## config.mk

```make
export PLATFORM = sky130hd
export DESIGN_NAME = fc_layer_ctrl
export DESIGN_NICKNAME = d
export VERILOG_FILES = /design/src/rtl/fc_pkg.sv /design/src/rtl/fc_out_stage.sv /design/src/rtl/fc_layer_ctrl.sv
export SDC_FILE = /design/constraint.sdc
export NUM_CORES = 1
export LEC_CHECK = 0
export ABC_AREA = 1
export CAP_MARGIN = 0
export CORE_UTILIZATION = 55
export DETAILED_ROUTE_END_ITERATION = 6
export PLACE_DENSITY = 0.76
export SYNTH_ARGS = -nofsm -noshare
export SYNTH_HDL_FRONTEND = slang
export SYNTH_HIERARCHICAL = 1
export SYNTH_SLANG_ARGS = --single-unit
export TNS_END_PERCENT = 30
```

## constraint.sdc

```tcl
create_clock -name clk -period 8.5 [get_ports clk]
set_input_delay 1.7 -clock clk [delete_from_list [all_inputs] [get_ports clk]]
set_output_delay 1.7 -clock clk [all_outputs]
set_load 0.05 [all_outputs]
```

## src/rtl/fc_pkg.sv

```systemverilog
// Shared types and default widths for the FC layer sequencer.
//   fc_state_e : controller states (IDLE / RUN / BIAS / OUT)
//   *_W        : operand, product and accumulator widths
//   *_DEF      : default parameter values used by the controller
package fc_pkg;

  typedef enum logic [1:0] {
    ST_IDLE = 2'd0,
    ST_RUN  = 2'd1,
    ST_BIAS = 2'd2,
    ST_OUT  = 2'd3
  } fc_state_e;

  localparam int unsigned WGT_W  = 8;
  localparam int unsigned FEAT_W = 8;
  localparam int unsigned BIAS_W = 16;
  localparam int unsigned PROD_W = 16;

  localparam int unsigned N_IN_DEF  = 8;
  localparam int unsigned ACC_W_DEF = 20;
  localparam int unsigned OUT_W_DEF = 16;

  // Bias word sits directly after the last weight in the ROM.
  localparam int unsigned BIAS_ADDR = N_IN_DEF;

endpackage

```

## src/rtl/fc_out_stage.sv

```systemverilog
// Combinational output stage: bias add, optional ReLU, signed saturation.
//   acc_i      : accumulated dot product (signed, ACC_W)
//   bias_i     : bias word from ROM (signed, BIAS_W)
//   result_c_o : saturated result (signed, OUT_W), combinational
module fc_out_stage
  import fc_pkg::*;
#(
  parameter int unsigned ACC_W   = ACC_W_DEF,
  parameter int unsigned OUT_W   = OUT_W_DEF,
  parameter bit          RELU_EN = 1'b1
) (
  input  logic signed [ACC_W-1:0]  acc_i,
  input  logic signed [BIAS_W-1:0] bias_i,
  output logic signed [OUT_W-1:0]  result_c_o
);

  // One guard bit so the bias add itself can never wrap.
  localparam int unsigned SUM_W = ACC_W + 1;

  localparam logic signed [SUM_W-1:0] SAT_MAX =
    {{(SUM_W-OUT_W+1){1'b0}}, {(OUT_W-1){1'b1}}};
  localparam logic signed [SUM_W-1:0] SAT_MIN =
    {{(SUM_W-OUT_W+1){1'b1}}, {(OUT_W-1){1'b0}}};

  logic signed [SUM_W-1:0] sum_c;

  // Bias add, then ReLU clamp, then saturate to the output range.
  always_comb begin
    sum_c = SUM_W'(acc_i) + SUM_W'(bias_i);
    if (RELU_EN && sum_c[SUM_W-1]) begin
      result_c_o = '0;
    end else if (sum_c > SAT_MAX) begin
      result_c_o = SAT_MAX[OUT_W-1:0];
    end else if (sum_c < SAT_MIN) begin
      result_c_o = SAT_MIN[OUT_W-1:0];
    end else begin
      result_c_o = sum_c[OUT_W-1:0];
    end
  end

endmodule

```

## src/rtl/fc_layer_ctrl.sv

```systemverilog
// FC layer sequencer: walks the weight ROM (addresses 0..N_IN, bias last),
// reads matching features, accumulates N_IN signed MACs, adds the bias,
// applies ReLU/saturation and hands one result out on valid/ready.
//   clk, rst_n       : clock, asynchronous active-low reset
//   start            : request one evaluation (sampled in IDLE only)
//   busy             : high whenever the sequencer is not idle
//   rom_addr         : weight ROM address (1-cycle synchronous read)
//   rom_weight       : signed weight, valid one cycle after rom_addr
//   rom_bias         : signed bias, valid one cycle after rom_addr = N_IN
//   feat_addr        : feature buffer address (1-cycle synchronous read)
//   feat_data        : signed feature, valid one cycle after feat_addr
//   result           : signed saturated FC output
//   result_valid     : result available
//   result_ready     : consumer accepts result
module fc_layer_ctrl
  import fc_pkg::*;
#(
  parameter int unsigned N_IN    = N_IN_DEF,
  parameter int unsigned ROM_AW  = 4,
  parameter int unsigned FEAT_AW = 3,
  parameter int unsigned ACC_W   = ACC_W_DEF,
  parameter int unsigned OUT_W   = OUT_W_DEF,
  parameter bit          RELU_EN = 1'b1
) (
  input  logic                clk,
  input  logic                rst_n,
  input  logic                start,
  output logic                busy,
  output logic [ROM_AW-1:0]   rom_addr,
  input  logic [WGT_W-1:0]    rom_weight,
  input  logic [BIAS_W-1:0]   rom_bias,
  output logic [FEAT_AW-1:0]  feat_addr,
  input  logic [FEAT_W-1:0]   feat_data,
  output logic [OUT_W-1:0]    result,
  output logic                result_valid,
  input  logic                result_ready
);

  // cnt runs 0..N_IN+1: addresses are issued for 0..N_IN, the extra step
  // lets the bias word come back from the ROM before entering BIAS.
  localparam logic [ROM_AW-1:0] CNT_BIAS = ROM_AW'(N_IN);
  localparam logic [ROM_AW-1:0] CNT_LAST = ROM_AW'(N_IN + 1);

  fc_state_e                 state_q, state_d;
  logic [ROM_AW-1:0]         cnt_q, cnt_d;
  logic signed [ACC_W-1:0]   acc_q, acc_d;
  logic                      rd_vld_q, rd_vld_d;
  logic [ROM_AW-1:0]         rom_addr_q, rom_addr_d;
  logic [FEAT_AW-1:0]        feat_addr_q, feat_addr_d;
  logic [OUT_W-1:0]          result_q, result_d;
  logic                      result_valid_q, result_valid_d;
  logic                      busy_q;

  logic signed [PROD_W-1:0]  wgt_ext_c, feat_ext_c, prod_c;
  logic signed [OUT_W-1:0]   sat_c;

  // Signed 8x8 product; extend operands first so the product is exact.
  always_comb begin
    wgt_ext_c  = PROD_W'($signed(rom_weight));
    feat_ext_c = PROD_W'($signed(feat_data));
    prod_c     = wgt_ext_c * feat_ext_c;
  end

  fc_out_stage #(
    .ACC_W   (ACC_W),
    .OUT_W   (OUT_W),
    .RELU_EN (RELU_EN)
  ) u_out_stage (
    .acc_i      (acc_q),
    .bias_i     (rom_bias),
    .result_c_o (sat_c)
  );

  // Next-state, address issue and MAC.
  always_comb begin
    state_d        = state_q;
    cnt_d          = cnt_q;
    acc_d          = acc_q;
    rd_vld_d       = 1'b0;
    rom_addr_d     = rom_addr_q;
    feat_addr_d    = feat_addr_q;
    result_d       = result_q;
    result_valid_d = result_valid_q;

    unique case (state_q)
      ST_IDLE: begin
        if (start) begin
          state_d = ST_RUN;
          cnt_d   = '0;
          acc_d   = '0;
        end
      end
      ST_RUN: begin
        if (rd_vld_q) begin
          acc_d = acc_q + ACC_W'(prod_c);
        end
        if (cnt_q <= CNT_BIAS) begin
          rom_addr_d = cnt_q;
        end
        if (cnt_q < CNT_BIAS) begin
          feat_addr_d = FEAT_AW'(cnt_q);
        end
        // A weight address (cnt-1) is on the ROM this cycle, so its data
        // arrives next cycle.
        rd_vld_d = (cnt_q != '0) && (cnt_q <= CNT_BIAS);
        if (cnt_q == CNT_LAST) begin
          state_d = ST_BIAS;
        end else begin
          cnt_d = cnt_q + ROM_AW'(1);
        end
      end
      ST_BIAS: begin
        result_d       = sat_c;
        result_valid_d = 1'b1;
        state_d        = ST_OUT;
      end
      ST_OUT: begin
        if (result_ready) begin
          result_valid_d = 1'b0;
          state_d        = ST_IDLE;
        end
      end
      default: state_d = ST_IDLE;
    endcase
  end

  // State and datapath registers.
  always_ff @(posedge clk or negedge rst_n) begin
    if (!rst_n) begin
      state_q        <= ST_IDLE;
      cnt_q          <= '0;
      acc_q          <= '0;
      rd_vld_q       <= 1'b0;
      rom_addr_q     <= '0;
      feat_addr_q    <= '0;
      result_q       <= '0;
      result_valid_q <= 1'b0;
      busy_q         <= 1'b0;
    end else begin
      state_q        <= state_d;
      cnt_q          <= cnt_d;
      acc_q          <= acc_d;
      rd_vld_q       <= rd_vld_d;
      rom_addr_q     <= rom_addr_d;
      feat_addr_q    <= feat_addr_d;
      result_q       <= result_d;
      result_valid_q <= result_valid_d;
      busy_q         <= (state_d != ST_IDLE);
    end
  end

  assign busy         = busy_q;
  assign rom_addr     = rom_addr_q;
  assign feat_addr    = feat_addr_q;
  assign result       = result_q;
  assign result_valid = result_valid_q;

endmodule

```

# [Word level (Yosys, flattened, before mapping)]
# Cells that the tools add are included.
[word_totals] regBits=52 inputBits=36 word_cells=52
[classes] add_sub_neg=3 n_mul=1 n_lt_le_gt_ge=4 n_eq_ne=8 mux=16 reduce_logical=11
[op_table] operator="two-way mux 16 bit" count=3
[op_table] operator="two-way mux 20 bit" count=2
[op_table] operator="case mux 20 bit (2 select lines)" count=1
[op_table] operator="adder 20 x 16 -> 21 bit" count=1
[op_table] operator="> comparator 21 x 16 -> 1 bit (second input constant)" count=1
[op_table] operator="< comparator 21 x 16 -> 1 bit (second input constant)" count=1
[op_table] operator="adder 20 x 16 -> 20 bit" count=1
[op_table] operator="multiplier 8 x 8 -> 16 bit" count=1
[op_table] operator="two-way mux 4 bit" count=2
[op_table] operator="inequality test 2 bit (second input constant)" count=4
[op_table] operator="case mux 2 bit (4 select lines)" count=1
[op_table] operator="case mux 4 bit (2 select lines)" count=1
[op_table] operator="two-way mux 2 bit" count=3
[op_table] operator="AND reduction 2 bit" count=3
[op_table] operator="AND reduction 3 bit" count=2
[op_table] operator="nonzero test 2 bit" count=3
[op_table] operator="adder 4 x 1 -> 4 bit (second input constant)" count=1
[op_table] operator="equality test 2 bit (second input constant)" count=2
[op_table] operator="equality test 4 bit (second input constant)" count=1
[op_table] operator="less-or-equal comparator 4 bit (second input constant)" count=1
[op_table] operator="< comparator 4 bit (second input constant)" count=1
[op_table] operator="nonzero test 4 bit" count=1
[op_table] operator="equality test 2 x 1 -> 1 bit (second input constant)" count=1
[op_table] operator="logical NOT 2 bit" count=1
[op_table] operator="other kinds (3)" count=4

# [Longest topological paths before layout]
# Gate-level depths: netlist (run 1).
[logic_depth] depth_word=5 ltp_mapped=23 mapped_depth_nobuf=22

# [Hierarchy]
# The synthesis (run 1) kept the hierarchy.
[by_module_without_submodules] module="fc_layer_ctrl" n_inst=1 cells_per_inst=720 area_each_um2=6059.6 seq_area_each_um2=1301.2
[by_module_without_submodules] module="fc_out_stage" n_inst=1 cells_per_inst=297 area_each_um2=1659.1 seq_area_each_um2=0.0

# [Worst setup path before layout (run 1)]
# No wires, ideal clock.
[synth_path] kind="input to register" startpoint="input port feat_data[2]" endpoint="register acc_q[19]" t_arrival_ps=5798 path_slack_ps=2584 stages=21 path_buffers=1 cell_sequence="clkbuf_1 nand2_1 inv_1 fa_1 inv_1 fa_1 inv_1 fa_1 inv_1 fa_1 inv_1 ha_1 ha_1 nand2_1 a21oi_1 nor2_1 nand2_1 a21oi_1 nand3_1 nand3_1 nand2_1"
[synth_via] elab_chain_cells=4
[synth_lines] item="start: declaration" line_no="fc_layer_ctrl.sv:33" rtl="input logic [FEAT_W-1:0] feat_data,"
[synth_lines] item="multiplier 8 x 8 -> 16 bit" line_no="fc_layer_ctrl.sv:61" rtl="prod_c = wgt_ext_c * feat_ext_c;"
[synth_lines] item="adder 20 x 16 -> 20 bit" line_no="fc_layer_ctrl.sv:95" rtl="acc_d = acc_q + ACC_W'(prod_c);"
[synth_lines] item="two-way mux 20 bit" line_no="fc_layer_ctrl.sv:94" rtl="if (rd_vld_q) begin"
[synth_lines] item="case mux 20 bit (2 select lines)" line_no="fc_layer_ctrl.sv:85" rtl="unique case (state_q)"
[synth_lines] item="end signal: assignment" line_no="fc_layer_ctrl.sv:132" rtl="acc_q <= '0;"
[synth_lines] item="end signal: assignment" line_no="fc_layer_ctrl.sv:142" rtl="acc_q <= acc_d;"
[synth_lines] item="end: declaration" line_no="fc_layer_ctrl.sv:46" rtl="logic signed [ACC_W-1:0] acc_q, acc_d;"
# No other way between the ends. The select of a mux whose other input is x is not followed.
# A chain may end at the register's enable or synchronous reset.

# [Worst setup path in the final report (run 1)]
[layout_path] startpoint="input port feat_data[7]" endpoint="register acc_q[18]"
# Same word-level chain as after synthesis.

==> results of run 1 <==
## cells by family (layout without fill, tap and decap cells)
family | count (synthesis) | in the layout | share of synthesized area
simple gates | 442 | 442 | 0.2573
buf+inv | 255 | 301 | 0.1310
fa+ha+maj | 158 | 158 | 0.3427
compound gates | 75 | 75 | 0.05382
flops | 52 | 52 | 0.1686
xor+xnor | 18 | 18 | 0.02286
mux | 16 | 16 | 0.02334
other cells | 1 | 1 | 0.0004858
## registers in the layout (all words and copies together) (netlist names)
signal	flops
acc_q	20
result	16
cnt_q	4
rom_addr	4
feat_addr	3
state_q	2
busy	1
rd_vld_q	1
result_valid	1
## worst max-delay path, cell delays in order
cell,delay [ns]
clkdlybuf4s50_1,0.46
clkinv_1,0.24
or2_2,0.38
fa_1,0.51
fa_1,0.54
inv_1,0.06
fa_1,0.51
fa_1,0.59
fa_1,0.42
ha_1,0.38
a21oi_1,0.21
nor2_1,0.08
nor2_1,0.10
nand2_1,0.10
nand3_1,0.13
nand3b_1,0.10
nand3_1,0.08
nand2_1,0.05
## final timing paths
check,endpoint,slack [ns],cells after the start
setup / recovery,acc_q[18],2.05,18
hold / removal,feat_addr[2],0.48,2
setup reg to reg,acc_q[18],4.21,18
hold reg to reg,feat_addr[2],0.48,2
max in group asynchronous,acc_q[2],6.53,2
min in group asynchronous,result[6],1.50,2
## cell usage in the layout, fill, tap and decap left out, drive strengths merged, types with 2 or more instances in the layout
cell type	instances
nand3b	6
mux2	16
a21oi	34
a21o	3
inv	232
nand2	294
nand3	60
buf	2
nand4	6
a31oi	2
or2	2
fa	89
xnor2	9
clkbuf	5
nor3	6
xor2	9
ha	69
nor2	64
o21bai	2
clkdlybuf4s50	59
clkinv	3
o21ai	30
dfrtp	52
and2	3
## cell type report
class	count	area, µm²	share of cell area
repair buffers	61	603.1	0.07050
well taps	176	220.2	0.02574
clock inverters	3	22.52	0.002633
flip-flops and latches	52	1301	0.1521
clock buffers	5	125.1	0.01463
multi-input cells	710	5406	0.6320
inverters	232	875.8	0.1024
## per-stage QoR
stage | cell area [µm²] | hold slack [ns] | setup WS, ns
CTS | 8554 | 0.4844 | 2.059
finish | 8554 | 0.4772 | 2.054
global placement | 8407 | 0.4570 | 1.771
global route | 8554 | 0.5258 | 1.635
floorplan | 7719 | 0.4791 | 2.584
detailed placement | 8407 | 0.4621 | 1.750
## routing by layer
layer,track usage,vias to the layer above,share of wire
met1,0.3545,2880,0.47
met3,0.03868,23,0.048
li1,-,3150,-
met4,0.06250,0,0.020
met5,0,-,0
met2,0.4052,136,0.46
## cells in the mapped netlist (2+ instances only)
cell type / number
a21oi_2: 2
xor2_1: 8
dfrtp_1: 52
inv_2: 12
o21ai_1: 15
o21bai_1: 2
xnor2_1: 9
nand2_1: 277
inv_1: 217
nand2_2: 16
and2_1: 3
nand4_2: 2
nand4_1: 4
buf_6: 5
nand3_2: 2
nor2_2: 7
or2_2: 2
fa_1: 89
nor3_1: 5
a21oi_1: 32
nand3_1: 57
clkbuf_1: 15
nand3b_1: 6
nor2_8: 2
a31oi_1: 2
buf_4: 3
nor2_1: 48
nor2_4: 7
o21ai_0: 13
inv_4: 2
o21ai_2: 2
ha_1: 69
mux2_2: 16
a21o_1: 3
==> out/metrics.yaml, run 1 <==
floorplan:
  initial_core_util: 0.5738
  core-area_mm2: 0.01345
  dieHeight_um: 120.5
  die_w_um: 120.5
  io_pins: 61
  dieArea_mm2: 0.01451
  num_rows: 42
yosys:
  synthTopCellsByArea: "fa_1, dfrtp_1, nand2_1, ha_1, inv_1"
  synthCells: 1017
  yosysSeqAreaShare: 0.1686
  synth-seq-cells: 52
  yosys.area.top_type: "fa_1"
  synthFlopType: "dfrtp_1"
  synth_area_mm2: 0.007719
  ys_warn_count: 6
  syn-num-nets: 1211
  syn-mean-instance-area_um2: 7.590
  yosysUniqueCellTypes: 45
  async_flop_share: 1.000
  synth_top_cell_area_share: 0.2308
  synth-edff-count: 0
placed_design:
  place_inst: 1231
  port_buffers: 60
  place_hpwl_um: 13600
  place.gp.congestion: 0.9055
final_layout:
  layoutNonFillerInstCount: 1239
  fin_util: 0.6359
  area_growth_pct: 10.83
  n_fill_cell: 1217
  layout.nets: 1256
  drive_above_1_share: 0.08090
  antenna_cells: 0
grt:
  grt_pass1_vias: 6267
  grt_pass1_wl_um: 28880
  grt_max_degree: 53
  track_usage: 0.2510
  antenna_found_initial: 0
  overflow: 0
timing:
  fmax_ghz: 0.1551
  hold_violations: 0
  drv_slew: 0
  setup_viol: 0
  tns_ns: 0
  skew_ns: 0.003871
  relSlewSlack: 0.5394
  period_minus_slack_ns: 6.446
  fin_crit_sh: 0.7584
  rsz0062_at_grt: "no"
  tightest_slew_ns: 0.6902
worst_setup_path:
  crit_start: "feat_data[7]"
  timing.rr.start: "acc_q[6]"
  cp.required_ns: 8.70
  cp.arrival_ns: 6.65
  crit_path_start_kind: "input pin"
  crit_fanout: 9
  path_class: "in -> reg"
  end_kind: "flop"
detailed_routing:
  drc: 0
  vias: 6189
  avgViaCountPerCell: 4.995
  wl_per_cell_um: 12.97
  dr.pass1.iters: 5
  ant_nets: 0
  drt_wl_total_um: 16070
  drt-initial-drc-count: 315
clocking:
  cts_buffer_depth: 2
  cts_tree: "yes"
  root_buffer: "clkbuf_16"
  cts_buffers: 5
  hold_buffers: 0
  cts.sinks: 52
  cts_setup_buffers: 0
  clkTransAtPathRegs_ns: 0.07
  htreeDepth: 2
  clk_latency_ns: 0.30
  cts_resized: 0
run_status:
  status: "finished, final reports clean"
hold_path:
  hold_class: "reg -> reg"
  hold_start: "feat_addr[2]"
flow_run:
  maxCapViolCount: 0
Power of run 1 is left out: the tool's default activity adds up to more than one toggle a clock period on the data nets, which glitch-free logic cannot reach.
==> run 2, diff against run 1 <==
Clock period 8.5 ns to 6.5 ns, I/O delays scaled along.
==> run 2 against run 1 <==
Against the previous run: critical path depth down 1; first-iteration DRC count rose by 36%; critical path type unchanged; core utilization is 0.52 points higher; via count rose by 2.1%; critical endpoint unchanged; clock-buffer cell count unchanged.
==> out/metrics.yaml, run 2 (synthesis gave the netlist of run 1 again) <==
detailed_routing:
  vias: 6318
  drc: 0
  wl_per_cell_um: 13.38
  dr.pass1.iters: 5
  drt_wl_total_um: 16700
  ant_nets: 0
  avgViaCountPerCell: 5.063
  drt-initial-drc-count: 427
grt:
  met1_usage: 0.3518
  antenna_found_initial: 0
  overflow: 0
  grt_pass1_wl_um: 29710
  grt.busiest_layer: "met2"
  grt_pass1_vias: 6481
  grt_max_degree: 53
  gr-usage-met3: 0.03679
  use_met2: 0.4321
  track_usage: 0.2564
floorplan:
  initial_core_util: 0.5738
  io_pins: 61
  dieArea_mm2: 0.01451
  num_rows: 42
  core-area_mm2: 0.01345
  dieHeight_um: 120.5
  die_w_um: 120.5
final_layout:
  layout.nets: 1265
  multiInputGateArea_mm2: 0.005406
  antenna_cells: 0
  final_cell_mix: "nand2_1, inv_1, fa_1"
  final_area_mm2: 0.008625
  n_fill_cell: 1181
  top_register: "acc_q"
  layout_commonest_cell: "nand2_1"
  area_growth_pct: 11.74
  fin_util: 0.6411
  drive_above_1_share: 0.08862
  largest_reg_flops: 20
  regArea_mm2: 0.001301
hold_path:
  hold_class: "reg -> reg"
clocking:
  hold_buffers: 0
  root_buffer: "clkbuf_16"
  cts_tree: "yes"
  cts.sinks: 52
  clkTransAtPathRegs_ns: 0.07
  clk_latency_ns: 0.30
  cts_setup_buffers: 0
  cts_resized: 0
  cts_buffers: 5
  cts_buffer_depth: 2
  htreeDepth: 2
timing:
  fmax_ghz: 0.1688
  tns_ns: 0
  relSlewSlack: 0.5430
  fin_crit_sh: 0.9112
  setup_viol: 0
  drv_slew: 0
  tightest_slew_ns: 0.6848
  hold_ws_ns: 0.4798
  period_minus_slack_ns: 5.923
  rsz0062_at_grt: "no"
  hold_violations: 0
  skew_ns: 0.006545
flow_run:
  maxCapViolCount: 0
worst_setup_path:
  end_kind: "flop"
  crit_start: "rom_weight[7]"
  cp.arrival_ns: 6.11
  endpoint: "acc_q[18]"
  timing.rr.start: "acc_q[6]"
  r2r-end: "acc_q[18]"
  path_class: "in -> reg"
  cp.required_ns: 6.69
  ff2ff_setup_slack_ns: 2.20
  crit_path_start_kind: "input pin"
  crit_fanout: 12
  r2r.worst_path.cells: 18
run_status:
  status: "finished, final reports clean"
placed_design:
  place.gp.congestion: 0.9007
  dpl_cell_area_mm2: 0.008474
  place_hpwl_um: 14050
  port_buffers: 60
run 2: cell count changes in the layout (fill, tap and decap cells not counted):
cell        previous run  this run
clkinv_4               1         0
inv_6                  1         2
clkinv_2               1         0
clkinvlp_4             0         1
buf_4                  1        10
run 2: cell type report:
cell class	instances	area share
Clock buffer	5	0.01451
Clock inverter	3	0.002901
Inverter	232	0.1016
Multi-Input combinational cell	710	0.6269
Sequential cell	52	0.1509
Tap cell	176	0.02553
Timing Repair Buffer	70	0.07776
run 2: critical path, cell delays in order:
cell	delay (ns)
clkdlybuf4s50_1	0.62
nand2_1	0.09
inv_1	0.51
fa_1	0.55
fa_1	0.53
fa_1	0.46
fa_1	0.51
ha_1	0.31
ha_1	0.36
a21oi_1	0.22
nor2_1	0.07
nor2_1	0.15
nor2_1	0.06
nor2_1	0.13
nand3b_1	0.10
nand3_1	0.08
nand2_1	0.05
run 2: worst min-delay path by stage:
stage                       from            to  slack, ns  depth (start not counted)
floorplan               acc_q[5]      acc_q[5]       0.48                          2
global placement    result_valid  result_valid       0.46                          2
detailed placement   rom_addr[2]   rom_addr[2]       0.46                          2
CTS                  rom_addr[2]   rom_addr[2]       0.49                          2
global route        result_valid  result_valid       0.52                          2
finish               rom_addr[2]   rom_addr[2]       0.48                          2
run 2: through the flow:
stage,std cells,setup slack (ns)
2_1_floorplan,1017,0.9842
3_3_place_gp,1240,0.3311
3_5_place_dp,1240,0.2608
4_1_cts,1248,0.5341
5_1_grt,1248,0.1735
6_report,1248,0.5775
run 2: routing by layer:
layer	wire (µm)	up-vias
met5	0	-
met4	252	0
met3	759	26
met2	7812	166
met1	7875	2954
li1	-	3172
Power of run 2 is left out for the same reason.
